--- config.mk ---
export PLATFORM = sky130hd
export DESIGN_NAME = pbuf_free_list
export DESIGN_NICKNAME = d
export VERILOG_FILES = /design/src/rtl/pbuf_free_list_pkg.sv /design/src/rtl/pbuf_fl_fifo.sv /design/src/rtl/pbuf_free_list.sv
export SDC_FILE = /design/constraint.sdc
export NUM_CORES = 1
export LEC_CHECK = 0
export BUFFER_PORTS_ARGS = -buffer_cell sky130_fd_sc_hd__buf_2
export CORE_ASPECT_RATIO = 1.25
export CORE_MARGIN = 8
export CORE_UTILIZATION = 60
export CTS_BUF_LIST = sky130_fd_sc_hd__clkbuf_4
export CTS_CLUSTER_DIAMETER = 40
export DETAILED_ROUTE_END_ITERATION = 10
export PLACE_DENSITY = 0.74
export SETUP_SLACK_MARGIN = 0.05
export SYNTH_ARGS = -nofsm -noshare
export SYNTH_HDL_FRONTEND = slang
export SYNTH_SLANG_ARGS = --single-unit
--- constraint.sdc ---
create_clock -name clk -period 8.3 [get_ports clk]
set_clock_uncertainty 0.05 [all_clocks]
set_input_delay 0.415 -clock clk [delete_from_list [all_inputs] [get_ports clk]]
set_output_delay 0.415 -clock clk [all_outputs]
set_load 0.05 [all_outputs]
--- src/rtl/pbuf_free_list_pkg.sv ---
// rtl/pbuf_free_list_pkg.sv - shared constants and state encoding for the packet buffer free list
package pbuf_free_list_pkg;

  localparam int pb_lines = 64;
  localparam int pb_items = pb_lines;
  localparam int pb_asz   = $clog2(pb_items);

  typedef enum logic {
    INIT = 1'b0,
    RUN  = 1'b1
  } fl_state_e;

endpackage

--- src/rtl/pbuf_fl_fifo.sv ---
// rtl/pbuf_fl_fifo.sv - flop-array FIFO of free line ids with wrapping pointers and occupancy count
module pbuf_fl_fifo #(
  parameter int items = 64,
  parameter int asz   = 6
) (
  input  logic           clk,
  input  logic           reset,
  input  logic           push,
  input  logic [asz-1:0] push_data,
  input  logic           pop,
  output logic [asz-1:0] rd_data,
  output logic [asz:0]   count
);

  localparam logic [asz:0] full_cnt = (asz+1)'(items);

  logic [asz-1:0] mem [items];
  logic [asz-1:0] rd_ptr;
  logic [asz-1:0] wr_ptr;

  always_ff @(posedge clk) begin
    if (!reset) begin
      rd_ptr <= '0;
      wr_ptr <= '0;
      count  <= '0;
    end else begin
      if (push) wr_ptr <= wr_ptr + 1'b1;
      if (pop)  rd_ptr <= rd_ptr + 1'b1;
      count <= count + (asz+1)'(push) - (asz+1)'(pop);
    end
  end

  // Storage needs no reset; nothing is read before INIT has written it.
  always_ff @(posedge clk) begin
    if (push) mem[wr_ptr] <= push_data;
  end

  assign rd_data = mem[rd_ptr];

  a_no_underflow : assert property (@(posedge clk) disable iff (!reset)
    !(pop && !push && count == '0));
  a_no_overflow : assert property (@(posedge clk) disable iff (!reset)
    !(push && !pop && count == full_cnt));

endmodule

--- src/rtl/pbuf_free_list.sv ---
// rtl/pbuf_free_list.sv - packet buffer free-line manager with init fill, alloc bitmap and double-free flag
module pbuf_free_list
  import pbuf_free_list_pkg::*;
#(
  parameter int items = pb_items,
  parameter int asz   = $clog2(items)
) (
  input  logic           clk,
  input  logic           reset,
  output logic           p_srdy,
  input  logic           p_drdy,
  output logic [asz-1:0] p_itemid,
  input  logic           f_srdy,
  output logic           f_drdy,
  input  logic [asz-1:0] f_itemid,
  output logic           init_done,
  output logic [asz:0]   free_cnt,
  output logic           dbl_free
);

  localparam logic [asz:0] full_cnt = (asz+1)'(items);

  fl_state_e      state;
  logic [asz-1:0] init_cnt;
  logic [items-1:0] bitmap;
  logic [asz:0]   count;
  logic [asz-1:0] rd_data;
  logic           run;
  logic           do_pop;
  logic           do_free;
  logic           free_ok;
  logic           push;
  logic [asz-1:0] push_data;

  assign run       = (state == RUN);
  assign p_srdy    = reset & run & (count != '0);
  assign f_drdy    = reset & run & (count != full_cnt);
  assign p_itemid  = rd_data;
  assign init_done = reset & run;
  assign free_cnt  = reset ? count : '0;

  // Bitmap is checked with its pre-cycle value, so freeing the id being popped is a double-free.
  assign do_pop    = p_srdy & p_drdy;
  assign do_free   = f_srdy & f_drdy;
  assign free_ok   = do_free & bitmap[f_itemid];
  assign push      = run ? free_ok : 1'b1;
  assign push_data = run ? f_itemid : init_cnt;

  pbuf_fl_fifo #(
    .items (items),
    .asz   (asz)
  ) u_fifo (
    .clk       (clk),
    .reset     (reset),
    .push      (push),
    .push_data (push_data),
    .pop       (do_pop),
    .rd_data   (rd_data),
    .count     (count)
  );

  always_ff @(posedge clk) begin
    if (!reset) begin
      state    <= INIT;
      init_cnt <= '0;
      bitmap   <= '0;
      dbl_free <= 1'b0;
    end else if (state == INIT) begin
      init_cnt <= init_cnt + 1'b1;
      if (init_cnt == asz'(items - 1)) state <= RUN;
    end else begin
      if (do_free && !bitmap[f_itemid]) dbl_free <= 1'b1;
      if (free_ok) bitmap[f_itemid] <= 1'b0;
      if (do_pop)  bitmap[p_itemid] <= 1'b1;
    end
  end

endmodule

==> metrics.md, run 1 <==
| Metric | Value |
|---|---|
| Reg power frac | `0.548` |
| Post-DP HPWL | `28200 µm` |
| DR pass1 iterations | `8` |
| Max stage delay on crit path | `0.77 ns` |
| Comb pwr share | `0.061` |
| Total grt overflow | `0` |
| H-tree levels | `3` |
| Final Wtd Congestion | `0.875` |
| Leakage | `7.25 nW` |
| Final hold vios | `0` |
| Via count | `11800` |
| Worst-Skew Late Latency | `~0.8 ns` |
| Crit path max fanout | `53` |
| Net Switching | `between 0.001 and 0.0015 W` |
| Largest net degree at the start of global routing | `97` |
| Startpoint types | `flip-flop` |
| Die height | `220 µm` |
| Vias in the first global route | `about 12000` |
| Cts hold-fix bufs | `0` |
| Starting Density | `0.604` |
| Sequential area share after synthesis | `0.672` |
| Final-report max-slew violation count | `0` |
| Worst VDD drop | `100 µV` |
| Fin util | `0.665` |
| Sw frac | `0.235` |
| Syn Std Cell Area | `20000 µm²` |
| Critical Path RT | `7.84 ns` |
| Largest cells by area after synthesis | `edfxtp_1 58%, mux4_2 14%, dfxtp_1 9.7%` |
| WP data arrival | `~4.4 ns` |
| DRC viols | `0` |
| Count leader, synth | `edfxtp_1` |
| Fmax | `0.207 GHz` |
| Via density | `6.50` |
| List of most frequent post-synthesis cells | `384 x edfxtp_1, 124 x mux4_2, 97 x dfxtp_1` |
| Clk buf depth | `3` |
| Clock sinks | `481` |
| Final period util | `0.583` |
| Yosys top cell by area | `edfxtp_1` |
| Max-Cap Viols | `0` |
| Int Power | `approximately 0.0037 W` |
| Post-layout min period | `4.84 ns` |
| Num ports | `27` |
| Syn_nets | `1242` |
| Share of cells above drive strength 1 | `0.301` |
| Total GRT Usage | `0.234` |
| Worst slew margin | `0.145` |
| R2r worst-path depth | `17` |
| DR iter-0 viols | `1262` |
| CTS resizes | `0` |
| Slowest CP cell | `dfxtp_4` |
| Distinct cells, synth | `between 60 and 70` |
| CTS tree | `built` |
| Status | `completed` |
| Die area | `39600 µm²` |
| CP Capture Type | `primary output` |
| Pwr/cell area | `217 nW/µm²` |
| Setup CP Type | `reg -> out` |
| FF+latch count, synth | `481` |
| Drt total wl | `45500 µm` |
| DP Area | `20700 µm²` |
| Post-synthesis average cell area | `about 16 µm²` |
| Antenna violations before repair | `1` |
| Syn. warnings | `0` |
| DR WL/cell | `about 25 µm` |
| Final setup fails | `0` |
| IO buf count | `26` |
| Clk pin slew, worst setup/hold paths | `0.07 ns` |
| Routed Antenna Nets | `0` |
| Synth Instances | `1219` |
| Most used flip-flop cell after synthesis | `edfxtp_1` |
| Clock power share | `0.390` |
| Post-CTS setup repair buffer count | `0` |
| Root Buffer | `clkbuf_4` |
| Fin Setup TNS | `0 ns` |
| First-pass GRT wire length | `between 70000 and 80000 µm` |
| Hold Crit Class | `in -> reg` |
| Hold path cells | `4` |
| Crit path top cell by count | `mux4_2` |
| Worst-path cell chain | `buf_4 -> mux4_2 -> mux4_2 -> nand3_1 -> and4_1 -> inv_2 -> buf_2` |
| RSZ-0062 raised after global routing | `no` |
| Post-synth ARST share | `0` |
| Number of CTS-inserted buffers | `109` |
| Slew @ Worst Pin | `1.28 ns` |
| # rows | `75` |
| Core Region | `33200 µm²` |
| Design Area, Final | `22100 µm²` |
| Layout area overhead | `10.2%` |
| Number of synthesized flops with an enable pin | `384` |
| Die span in x | `179 µm` |
| Top cell type's share of synthesized area | `0.575` |
| Nets | `1330` |
-- logic make-up after synthesis --
| group | Yosys count | share of synthesized area |
|---|---|---|
| XOR/XNOR | 14 | 0.00612 |
| AO/OA/AOI/OAI | 161 | 0.0590 |
| buffers and inverters | 118 | 0.0278 |
| flip-flops | 481 | 0.672 |
| multiplexers | 153 | 0.155 |
| adder cells (fa/ha/maj) | 13 | 0.00849 |
| AND/OR/NAND/NOR | 279 | 0.0718 |
-- metal layers --
layer	wire length [µm]	part of all wire	global-route usage	vias to the layer above
met5	0	0	0	-
met4	1590	0.035	0.0974	0
met3	4040	0.089	0.0526	106
met2	22200	0.49	0.383	651
met1	17600	0.39	0.302	5908
li1	-	-	-	5157
-- cells in the final DEF, fill, tap and decap left out, types with 14 or more instances in the layout --
| cell | count |
|---|---|
| o311ai_0 | 34 |
| mux2i_1 | 14 |
| nor2_1 | 71 |
| edfxtp_1 | 384 |
| inv_1 | 23 |
| dfxtp_1 | 95 |
| o22ai_1 | 17 |
| mux2_2 | 15 |
| nor4_1 | 22 |
| nand2_1 | 47 |
| a32o_1 | 22 |
| clkinv_1 | 27 |
| nand3_1 | 44 |
| o21ai_0 | 43 |
| and3_1 | 17 |
| mux4_2 | 124 |
| buf_2 | 26 |
| buf_4 | 39 |
| clkbuf_4 | 164 |
-- critical path, delay by kind of cell, from the launching register on --
family,cells,cell delay (ns)
multiplexers,2,0.96
flip-flops,1,0.77
buffers and inverters,3,1.23
AND/OR/NAND/NOR,2,0.62
-- path summary, 6_finish.rpt --
check                           startpoint               to  slack [ns]
worst max-delay path             flip-flop      p_itemid[3]        3.46
worst min register to register    dbl_free         dbl_free        0.42
worst max register to register  bitmap[20]  u_fifo.count[6]        3.92
worst min-delay path                p_drdy        flip-flop        0.03
-- flip-flops by register name (all words and copies together), names as in the netlist, named ones only --
name           cells
bitmap            64
dbl_free           1
init_cnt           6
run                1
u_fifo.count       7
u_fifo.mem       384
u_fifo.rd_ptr      6
u_fifo.wr_ptr      6
-- cell type report --
type                       count  area, µm²
inverter                      29        109
multi-input combinational    620       6100
fill                        2266      11100
clock buffer                 164       1230
clock inverter                34        199
sequential                   481      13500
tap                          423        529
timing repair buffer          66        443
antenna                        1       2.50
-- power groups by stage --
stage	sequential [W]	combinational, W	clock [W]
after floorplan	0.00268	0.000209	0
after global placement	0.00268	0.000281	0
after detailed placement	0.00268	0.000292	0
after CTS	0.00263	0.000293	0.00191
after global routing	0.00263	0.000323	0.00204
final	0.00263	0.000295	0.00187
-- through the flow --
step	total power, W	setup WS (ns)	hold slack (ns)	instances
after floorplan	0.00289	4.23	0.393	1219
after global placement	0.00296	3.39	0.395	1619
after detailed placement	0.00298	3.24	0.409	1619
after CTS	0.00483	3.36	0.00331	1817
after global routing	0.00499	3.27	0.0333	1818
final	0.00480	3.46	0.0322	1818
Note: power is estimated with default switching activity, not from simulation.
==> run 2: changes to the inputs <==
clock period = 4.5 ns   (was 8.3 ns; I/O delays follow)
==> metrics.md, run 2 (synthesis results as in run 1) <==
| Metric | Value |
|---|---|
| Clock power share | `0.399` |
| Overall power | `0.00899 W` |
| WP data arrival | `~4.0 ns` |
| Reg with most FFs | `u_fifo.mem` |
| Root Buffer | `clkbuf_4` |
| Total grt overflow | `0` |
| Final period util | `0.943` |
| Largest register FFs | `384` |
| Antenna violations before repair | `3` |
| Critical Path RT | `4.22 ns` |
| Core Region | `33200 µm²` |
| Routed Antenna Nets | `0` |
| Worst-Skew Late Latency | `0.79 ns` |
| DP Area | `20800 µm²` |
| DR pass1 iterations | `6` |
| Final-report max-slew violation count | `0` |
| Comb pwr share | `0.061` |
| Worst VDD drop | `272 µV` |
| Startpoint types | `flip-flop` |
| Setup CP Type | `reg -> out` |
| Slew @ Worst Pin | `roughly 1.2 ns` |
| Hold Crit Class | `in -> reg` |
| Most frequent cells in the layout | `384 x edfxtp_1, 167 x clkbuf_4, 124 x mux4_2` |
| Largest net degree at the start of global routing | `83` |
| Share of cells above drive strength 1 | `0.305` |
| Post-DP HPWL | `~29000 µm` |
| Max-Cap Viols | `0` |
| Total GRT Usage | `0.233` |
| CP Capture Type | `primary output` |
| Clock sinks | `481` |
| Die area | `~40000 µm²` |
| DRC viols | `0` |
| Nets | `between 1000 and 1500` |
| H-tree levels | `3` |
| Layout area overhead | `11.9%` |
| Reg power frac | `0.540` |
| Pwr/cell area | `between 400 and 500 nW/µm²` |
| Final hold vios | `0` |
| Worst-path cell chain | `buf_4 -> mux4_2 -> mux4_2 -> nand3_1 -> and4_1 -> inv_2 -> buf_2` |
| Number of CTS-inserted buffers | `around 110` |
| Design Area, Final | `22400 µm²` |
| Sw frac | `0.229` |
| WHS | `0.115 ns` |
| Clk buf depth | `3` |
| Slowest CP cell | `dfxtp_4` |
| Int Power | `0.00693 W` |
| Status | `completed` |
| Crit path max fanout | `18` |
| Crit path top cell by count | `mux4_2` |
| Fill count | `2234` |
| Fin Setup TNS | `0 ns` |
| IO buf count | `26` |
| CTS tree | `built` |
| Area of the multi-input gates | `6040 µm²` |
| Drt total wl | `approximately 46000 µm` |
| Net Switching | `around 0.0021 W` |
| CP top delay family | `multiplexers` |
| Clk pin slew, worst setup/hold paths | `around 0.070 ns` |
| Vias in the first global route | `approximately 12000` |
| Via density | `6.41` |
| Post-layout min period | `about 4.2 ns` |
| DR WL/cell | `24.4 µm` |
| Fmax | `0.236 GHz` |
| DR iter-0 viols | `roughly 1300` |
| Commonest non-fill, non-tap cell in the layout | `edfxtp_1` |
| Final Wtd Congestion | `0.862` |
| WP buf/inv | `3` |
| Starting Density | `0.604` |
| Via count | `11900` |
| Top Registers | `u_fifo.mem (384), bitmap (64), u_fifo.count (7)` |
| Die span in x | `179 µm` |
| First-pass GRT wire length | `70500 µm` |
| Worst slew margin | `0.181` |
| Worst Hold Launch | `reset` |
| RSZ-0062 raised after global routing | `no` |
| Leakage | `7.47 nW` |
| Final setup fails | `0` |
| Die height | `220 µm` |
| Fin util | `0.675` |
| Num ports | `27` |
| # rows | `75` |
| Max stage delay on crit path | `0.65 ns` |
| FF/Latch Area | `about 13000 µm²` |
run 2: cell count changes in the layout (fill, tap and decap cells not counted), moves of 5 or more:
cell	before	now
buf_4	39	65
clkinv_1	27	36
dlygate4sd3_1	0	5
nor4_1	22	33
nor4_2	12	1
run 2: layout make-up:
class	instances	area share
clock buffer	167	0.0559
antenna	3	0.000335
clock inverter	41	0.0119
multi-input combinational	620	0.269
tap	423	0.0236
inverter	29	0.00485
sequential	481	0.601
timing repair buffer	100	0.0334
run 2: layer usage:
| layer | GRT usage | vias to the layer above | part of all wire |
|---|---|---|---|
| li1 | - | 5266 | - |
| met1 | 0.297 | 5908 | 0.39 |
| met2 | 0.389 | 657 | 0.49 |
| met3 | 0.0471 | 116 | 0.083 |
| met4 | 0.103 | 0 | 0.036 |
| met5 | 0 | - | 0 |
run 2: path summary, 6_finish.rpt:
| path | endpoint | slack (ns) | cells after the start |
|---|---|---|---|
| worst max register to register | bitmap[54] | 0.71 | 6 |
| worst min register to register | dbl_free | 0.41 | 1 |
| worst min-delay path | dbl_free | 0.12 | 3 |
| worst max-delay path | p_itemid[3] | 0.26 | 7 |
run 2: power groups by stage:
stage | Clock [W] | Sequential, W | Combinational, W
floorplan | 0 | 0.00495 | 0.000385
global placement | 0 | 0.00495 | 0.000524
detailed placement | 0 | 0.00495 | 0.000536
CTS | 0.00366 | 0.00485 | 0.000542
global route | 0.00388 | 0.00486 | 0.000593
finish | 0.00359 | 0.00485 | 0.000545
run 2: metrics by stage:
step | worst slack, ns | instances
floorplan | 0.463 | 1219
global placement | 0.563 | 1647
detailed placement | 0.538 | 1647
CTS | 0.218 | 1861
global route | 0.109 | 1863
finish | 0.256 | 1864
run 2: worst reg2reg max path: cells and delay by family (launching register included):
family / cells / cell delay [ns]
simple gates: 1 / 0.47
compound gates: 3 / 1.41
mux: 1 / 0.43
buf+inv: 1 / 0.61
flops: 1 / 0.73
run 2: timing repair:
action	in CTS	in global routing
endpoints found under the hold margin	16	0
setup buffers	1	0
endpoints found under the setup margin	1	0
hold buffers	5	0
gates resized for setup	0	0
==> run 3: changes to the inputs <==
CAP_MARGIN = 20   (was default)
PLACE_DENSITY = 0.76   (was 0.74)
TNS_END_PERCENT = 20   (was default)
==> metrics.md, run 3 (synthesis results as in run 1) <==
| Metric | Value |
|---|---|
| Final period util | `0.906` |
| CP top delay family | `multiplexers` |
| Levels on crit path | `7` |
| Worst r2r dst | `bitmap[18]` |
| Fill count | `2249` |
| Reg with most FFs | `u_fifo.mem` |
| Worst slack, placed | `0.523 ns` |
| Setup ws final | `0.422 ns` |
| IO buf count | `26` |
| RSZ-0062 raised after global routing | `no` |
| Grt met1 use | `0.283` |
| Die area | `39600 µm²` |
| Share of cells above drive strength 1 | `0.297` |
| Flop-to-flop setup slack | `0.96 ns` |
| Worst-path cell chain | `buf_4 -> mux4_2 -> mux4_2 -> o22ai_1 -> o32a_2 -> inv_1 -> buf_2` |
| Final hold vios | `0` |
| Post-layout min period | `4.08 ns` |
| Clk pin slew, worst setup/hold paths | `0.06 ns` |
| Number of CTS-inserted buffers | `107` |
| CP Capture Type | `primary output` |
| Non-filler instance count after layout | `1852` |
| DP Area | `20800 µm²` |
| Drt total wl | `47700 µm` |
| Worst-Skew Late Latency | `0.82 ns` |
| Starting Density | `0.604` |
| Top Registers | `u_fifo.mem (384), bitmap (64), u_fifo.count (7)` |
| Slowest CP cell | `dfxtp_4` |
| Final setup fails | `0` |
| Routed Antenna Nets | `0` |
| Num ports | `27` |
| Pwr/cell area | `392 nW/µm²` |
| Max stage delay on crit path | `slightly above 0.6 ns` |
| WP data arrival | `3.80 ns` |
| DRC viols | `0` |
| # rows | `75` |
| Largest net degree at the start of global routing | `83` |
| Nets | `about 1400` |
| Layout area overhead | `11.5%` |
| Critical Path RT | `approximately 4.2 ns` |
| Global routing met2 resource utilization | `0.408` |
| Design Area, Final | `around 22000 µm²` |
| Clk buf depth | `3` |
| DR WL/cell | `around 26 µm` |
| Slew @ Worst Pin | `~1.0 ns` |
| Most frequent cells in the layout | `384 x edfxtp_1, 146 x clkbuf_4, 124 x mux4_2` |
| Crit path top cell by count | `mux4_2` |
| GR peak layer | `met2` |
| Worst slew margin | `0.309` |
| Final Wtd Congestion | `0.941` |
| WP buf/inv | `3` |
| Core Region | `around 33000 µm²` |
| Worst VDD drop | `155 µV` |
| Commonest non-fill, non-tap cell in the layout | `edfxtp_1` |
| WHS | `0.113 ns` |
| Crit path max fanout | `17` |
| Hold EP | `dbl_free` |
| Die height | `220 µm` |
| Vias in the first global route | `between 10000 and 15000` |
| Via count | `~12000` |
| Fmax | `roughly 0.25 GHz` |
| Largest register FFs | `384` |
| Setup CP Type | `reg -> out` |
| Inst Count DP | `approximately 1600` |
| DR pass1 iterations | `8` |
| Total grt overflow | `0` |
| Worst Hold Launch | `reset` |
| CTS resizes | `0` |
| Startpoint types | `flip-flop` |
| Hold Crit Class | `in -> reg` |
| Leakage | `7.40 nW` |
| Total GRT Usage | `0.242` |
| Final-report max-slew violation count | `0` |
| Fin Setup TNS | `0 ns` |
| First-pass GRT wire length | `72300 µm` |
| Max-Cap Viols | `0` |
| H-tree levels | `3` |
| Via density | `6.53` |
| CTS tree | `built` |
| Hold path cells | `3` |
| Clock sinks | `between 400 and 500` |
| Status | `completed` |
| Die span in x | `between 150 and 200 µm` |
| R2r worst-path depth | `7` |
| Antenna violations before repair | `1` |
| Root Buffer | `clkbuf_4` |
| Post-DP HPWL | `between 30000 and 40000 µm` |
| DR iter-0 viols | `1445` |
| Met3 GRT Util | `0.0429` |
run 3: changes by cell type in the layout (fill, tap and decap cells not counted):
cell / delta
inv_2: +2
buf_12: +4
bufinv_16: -1
diode_2: -1
clkinvlp_4: +1
clkinv_2: +6
clkinv_4: -1
clkbuf_2: +11
clkinv_1: +4
buf_16: +2
clkbuf_4: -21
buf_4: -18
run 3: worst register-to-register path, delay by kind of cell (launching register included):
family                 cells  cell delay, ns
multiplexers               2            1.06
AND/OR/NAND/NOR            1            0.36
AO/OA/AOI/OAI              3            0.99
buffers and inverters      1            0.39
flip-flops                 1            0.61
run 3: final cells by class:
type / count / area, µm² / share of cell area
clock inverters: 52 / 289 / 0.0129
multi-input cells: 620 / 6040 / 0.270
clock buffers: 146 / 1100 / 0.0490
well taps: 423 / 529 / 0.0237
repair buffers: 99 / 803 / 0.0359
flip-flops and latches: 481 / 13500 / 0.603
inverters: 29 / 109 / 0.00487
diodes: 2 / 5.00 / 0.000224
run 3: worst max path at each step:
stage           startpoint          endpoint  slack [ns]
2_1_floorplan          run  u_fifo.mem[0][0]        0.46
5_1_grt          flip-flop       p_itemid[5]        0.21
3_3_place_gp   f_itemid[1]   u_fifo.count[6]        0.57
3_5_place_dp   f_itemid[1]   u_fifo.count[6]        0.52
4_1_cts          flip-flop       p_itemid[5]        0.13
6_report         flip-flop       p_itemid[5]        0.42
run 3: through the flow:
stage | utilization | power [W]
2_1_floorplan | - | 0.00533
3_3_place_gp | 0.623 | 0.00548
3_5_place_dp | 0.625 | 0.00550
4_1_cts | 0.668 | 0.00881
5_1_grt | 0.673 | 0.00907
6_report | 0.673 | 0.00876
run 3: what timing repair did:
action / CTS / global route
hold buffers: 5 / 0
buffers inserted: 0 / 1
hold endpoints to repair: 16 / 0
setup endpoints to repair: 0 / 2
run 3: metal layers:
layer / share of wire / vias up
li1: - / 5260
met4: 0.062 / 0
met2: 0.50 / 618
met1: 0.37 / 6059
met3: 0.068 / 161
met5: 0 / -
run 3: power by group:
part           switching [W]  leakage [nW]  internal, W  total (W)
Clock                0.00165         0.816      0.00169    0.00335
Sequential         0.0000288          4.33      0.00483    0.00486
Combinational       0.000382          2.26     0.000178   0.000559
